==> src/rtl/riscv_pkg.sv <==
// Shared fetch-path types and constants: XLEN, fetch FSM states, PC increment.
// No logic; imported by pc_reg and pc_fetch_unit.
package riscv_pkg;

  localparam int XLEN = 32;

  localparam logic [XLEN-1:0] PC_INC = 32'd4;

  typedef enum logic [2:0] {
    IDLE,
    REQ,
    WAIT,
    HOLD,
    TRAP
  } fetch_state_t;

endpackage

==> src/rtl/pc_reg.sv <==
// XLEN-bit program-counter register with load enable and reset value.
// Latency: d appears on q one cycle after load; no backpressure.
module pc_reg
  import riscv_pkg::*;
#(
  parameter logic [XLEN-1:0] RESET_VAL = '0
) (
  input  logic            clk,
  input  logic            rst_n,
  input  logic            load,
  input  logic [XLEN-1:0] d,
  output logic [XLEN-1:0] q
);

  always_ff @(posedge clk or negedge rst_n) begin
    if (!rst_n) begin
      q <= RESET_VAL;
    end else if (load) begin
      q <= d;
    end
  end

endmodule

==> src/rtl/pc_fetch_unit.sv <==
// PC register + single-outstanding fetch sequencer; best case 3 cycles/instr.
// Backpressure: stalls in REQ on imem_req_ready, in HOLD on instr_ready. Option: FETCH_MISALIGN_TRAP_EN.
module pc_fetch_unit
  import riscv_pkg::*;
#(
  parameter logic [XLEN-1:0] RESET_PC = 32'h0000_0000
) (
  input  logic            clk,
  input  logic            rst_n,
  input  logic [XLEN-1:0] pc_next,
  output logic [XLEN-1:0] pc,
  output logic [XLEN-1:0] pc_plus4,
  output logic            imem_req_valid,
  input  logic            imem_req_ready,
  output logic [XLEN-1:0] imem_addr,
  input  logic            imem_rsp_valid,
  input  logic [XLEN-1:0] imem_rsp_data,
  output logic            instr_valid,
  input  logic            instr_ready,
  output logic [XLEN-1:0] instr,
  output logic [XLEN-1:0] instr_pc,
  output logic            fetch_misalign
);

  localparam logic [XLEN-1:0] ALIGN_MASK = ~(XLEN'(3));

  fetch_state_t    state_q;
  fetch_state_t    state_d;
  logic            pc_load;
  logic [XLEN-1:0] pc_load_val;

`ifdef FETCH_MISALIGN_TRAP_EN
  // Misaligned targets still land in pc so the faulting address is visible.
  assign pc_load_val = pc_next;
`else
  assign pc_load_val = pc_next & ALIGN_MASK;
`endif

  pc_reg #(
    .RESET_VAL(RESET_PC)
  ) u_pc_reg (
    .clk  (clk),
    .rst_n(rst_n),
    .load (pc_load),
    .d    (pc_load_val),
    .q    (pc)
  );

  always_ff @(posedge clk or negedge rst_n) begin
    if (!rst_n) begin
      state_q <= IDLE;
    end else begin
      state_q <= state_d;
    end
  end

  always_comb begin
    state_d = state_q;
    pc_load = 1'b0;
    case (state_q)
      IDLE: state_d = REQ;
      REQ:  if (imem_req_ready) state_d = WAIT;
      WAIT: if (imem_rsp_valid) state_d = HOLD;
      HOLD: begin
        if (instr_ready) begin
          pc_load = 1'b1;
          state_d = REQ;
`ifdef FETCH_MISALIGN_TRAP_EN
          if (pc_next[1:0] != 2'b00) state_d = TRAP;
`endif
        end
      end
      TRAP:    state_d = TRAP;
      default: state_d = IDLE;
    endcase
  end

  // Responses outside WAIT are stale (e.g. from before a reset) and dropped.
  always_ff @(posedge clk or negedge rst_n) begin
    if (!rst_n) begin
      instr    <= '0;
      instr_pc <= '0;
    end else if (state_q == WAIT && imem_rsp_valid) begin
      instr    <= imem_rsp_data;
      instr_pc <= pc;
    end
  end

  assign pc_plus4       = pc + PC_INC;
  assign imem_addr      = pc;
  assign imem_req_valid = (state_q == REQ);
  assign instr_valid    = (state_q == HOLD);

`ifdef FETCH_MISALIGN_TRAP_EN
  assign fetch_misalign = (state_q == TRAP);
`else
  assign fetch_misalign = 1'b0;
`endif

endmodule

==> config.mk <==
export PLATFORM = sky130hd
export DESIGN_NAME = pc_fetch_unit
export DESIGN_NICKNAME = d
export VERILOG_FILES = /design/src/rtl/riscv_pkg.sv /design/src/rtl/pc_reg.sv /design/src/rtl/pc_fetch_unit.sv
export SDC_FILE = /design/constraint.sdc
export NUM_CORES = 1
export LEC_CHECK = 0
export CORE_MARGIN = 2
export CORE_UTILIZATION = 40
export CTS_CLUSTER_DIAMETER = 80
export DETAILED_ROUTE_END_ITERATION = 7
export GPL_ROUTABILITY_DRIVEN = 0
export PLACE_DENSITY = 0.89
export SLEW_MARGIN = 20
export SYNTH_ARGS = -nofsm -noshare
export SYNTH_HDL_FRONTEND = slang
export SYNTH_SLANG_ARGS = --single-unit
==> constraint.sdc <==
create_clock -name clk -period 2.15 [get_ports clk]
set_input_delay 0.3225 -clock clk [delete_from_list [all_inputs] [get_ports clk]]
set_output_delay 0.3225 -clock clk [all_outputs]
set_load 0.1 [all_outputs]
==> results.json <==
{
  "synth_top_area_frac": 0.537,
  "yosysSeqAreaShare": 0.537,
  "synth_ff_type": "dfrtp_1",
  "cts_max_path_buffers": 2,
  "drive_above_1_share": 0.670,
  "drcViolationCount": 0,
  "final_core_util": 0.723,
  "critical_path.cell_chain": "ha_4, nand4_1, nor4_4, buf_6, nand4_1, xnor2_4, buf_12",
  "ant_nets": 0,
  "htreeDepth": 3,
  "wire_per_inst_um": 17.7,
  "critPathMaxFanout": 7,
  "max_freq_mhz": 396,
  "synth_cell_type_count": 29,
  "synthTopCellsByArea": "dfrtp_1 (54%), mux2_2 (21%), buf_4 (6.6%)",
  "drtIter0Drc": 70,
  "synth_cells": 328,
  "clk_pin_slew_ns": 0.10,
  "synth_edf_count": 0,
  "diodes": 0,
  "areaGrowthSynthToFinish_pct": 77.0,
  "path_depth": 7,
  "clockRootBuffer": "clkbuf_8",
  "grt_overflow": 0,
  "netlist_area_um2": 4430,
  "startpoint_type": "flip-flop",
  "rsz0062_at_grt": "true",
  "drt_wl_total_mm": 12.5,
  "antenna_found_initial": 0,
  "cp_slowest_cell": "dfrtp_4",
  "period_share": 1.17,
  "crit_type": "reg2out",
  "end_kind": "primary output",
  "synthArstFlopShare": 1.00,
  "worstSkewPairLatency_ns": 0.37,
  "setup_viol": 21,
  "nFillCells": 700,
  "synth_seq_cells": 95,
  "hold_viol": 0,
  "crit_path_frequent_cell": "nand4_1",
  "finClkSkew_ns": 0.0138,
  "grt_max_degree": 48,
  "cts_buffers": 9,
  "hold_class": "in2async",
  "cp.required_ns": 1.83,
  "layout_setup_ws_ns": -0.373,
  "dr.pass1.iters": 4,
  "numClockSinks": 95,
  "crit_buf_inv": 2,
  "die_area_um2": 11900,
  "post-route-min-period_ns": 2.52,
  "drv_cap": 0,
  "num_io_pins": 232,
  "yosysWarnings": 0,
  "grt_pass1_wl_mm": 18.6,
  "start_util": 0.408,
  "slew_viol_final": 0,
  "critPathMaxStageDelay_ns": 0.46,
  "critPathTopFamily": "simple AND/OR/NAND/NOR gates",
  "coreArea_um2": 10800,
  "hpwl_mm": 9.35,
  "slew_headroom": 0.628,
  "vias": 3448,
  "dieHeight_um": 109,
  "first_global_vias": 3563,
  "status": "finished, violations left",
  "cts_tree": "yes",
  "r2r_cells": 4,
  "track_usage": 0.207,
  "vias_per_cell": 4.86,
  "yosysTopAreaCell": "dfrtp_1",
  "worst_pin_slew_ns": 0.558,
  "critPathArrivalTime_ns": 2.20,
  "std_cell_rows": 38,
  "avgSynthCellArea_um2": 13.5,
  "io_buffers": 220,
  "die_w_um": 109,
  "failed_checks": "negative setup slack",
  "fin_nets": 634
}
==> synthesized netlist by cell type (2+ instances only) <==
cell type	count
nor3b_1	3
nor4_4	2
nor2_1	7
nand4_4	2
buf_2	10
xnor2_1	19
and3_1	3
dfrtp_1	95
nand2_1	14
nand4_1	6
mux2_1	10
mux2_2	82
xor2_1	9
and2_1	2
and4_1	3
buf_4	39
nand3_1	10
==> layer usage <==
metal  GRT usage  share of wire  vias up
met3      0.0347          0.054       24
met2       0.382           0.55      133
met5           0              0        -
met1       0.231           0.37     1725
met4      0.0931          0.026        0
li1            -              -     1566
==> worst paths after layout <==
check | start | to | slack (ns)
max in group asynchronous | rst_n | u_pc_reg.q[5] | 1.05
hold / removal | rst_n | u_pc_reg.q[8] | 0.31
min in group clk | instr[15] | instr[15] | 0.50
setup reg to reg | state_q[0] | instr[14] | 0.39
setup / recovery | u_pc_reg.q[2] | pc_plus4[24] | -0.37
hold reg to reg | instr[15] | instr[15] | 0.50
==> registers in the layout, indices dropped and copies added, names as in the netlist <==
signal	count
instr	32
instr_pc	30
u_pc_reg.q	30
state_q	3
==> cell usage in the layout, fill, tap and decap left out, types with 4 or more instances in the layout <==
cell type and count:
buf_4 161, mux2_2 82, dfrtp_1 68, clkdlybuf4s50_1 65
buf_12 32, xnor2_4 18, dfrtp_4 15, dfrtp_2 12
nand2_1 10, mux2_1 10, clkbuf_8 10, conb_1 9
nand3_4 7, xor2_4 7, buf_6 7, nand4_1 6
nor2_1 4
==> area by class of cell <==
class	count	area [um2]	area share
tap	140	175	0.0224
clock buffer	11	141	0.0180
clock inverter	5	81.3	0.0104
sequential	95	2450	0.313
multi-input combinational	191	2390	0.306
timing repair buffer	266	2590	0.330
inverter	1	3.75	0.000479
==> logic make-up after synthesis <==
family,Yosys count,share of synthesized area
adder cells (fa/ha/maj),1,0.00283
AND/OR/NAND/NOR,59,0.0893
AO/OA/AOI/OAI,2,0.00226
other,1,0.000847
XOR/XNOR,28,0.0554
flip-flops,95,0.537
buffers and inverters,50,0.0783
multiplexers,92,0.234
==> per-stage QoR <==
stage	hold WS (ns)	setup WS, ns	std cells	TNS [ns]	cell area, um2
global route	0.305	-0.441	709	-6.65	7830
detailed placement	0.144	-0.0389	675	-0.0859	7320
global placement	0.143	0.0225	675	0	7320
CTS	0.281	-0.368	705	-5.68	7740
floorplan	0.0269	-0.472	336	-7.55	5060
finish	0.310	-0.373	709	-5.02	7830
==> timing repair <==
item                       4_1_cts  5_1_grt
pin swaps                       11       16
buffers inserted                13        4
hold buffers                     1        0
setup endpoints to repair       22       23
resized for setup               17       13
hold endpoints to repair        46        0
Power is not shown: default switching activity piles up to over one toggle a cycle in this logic, so the estimate is an artifact.
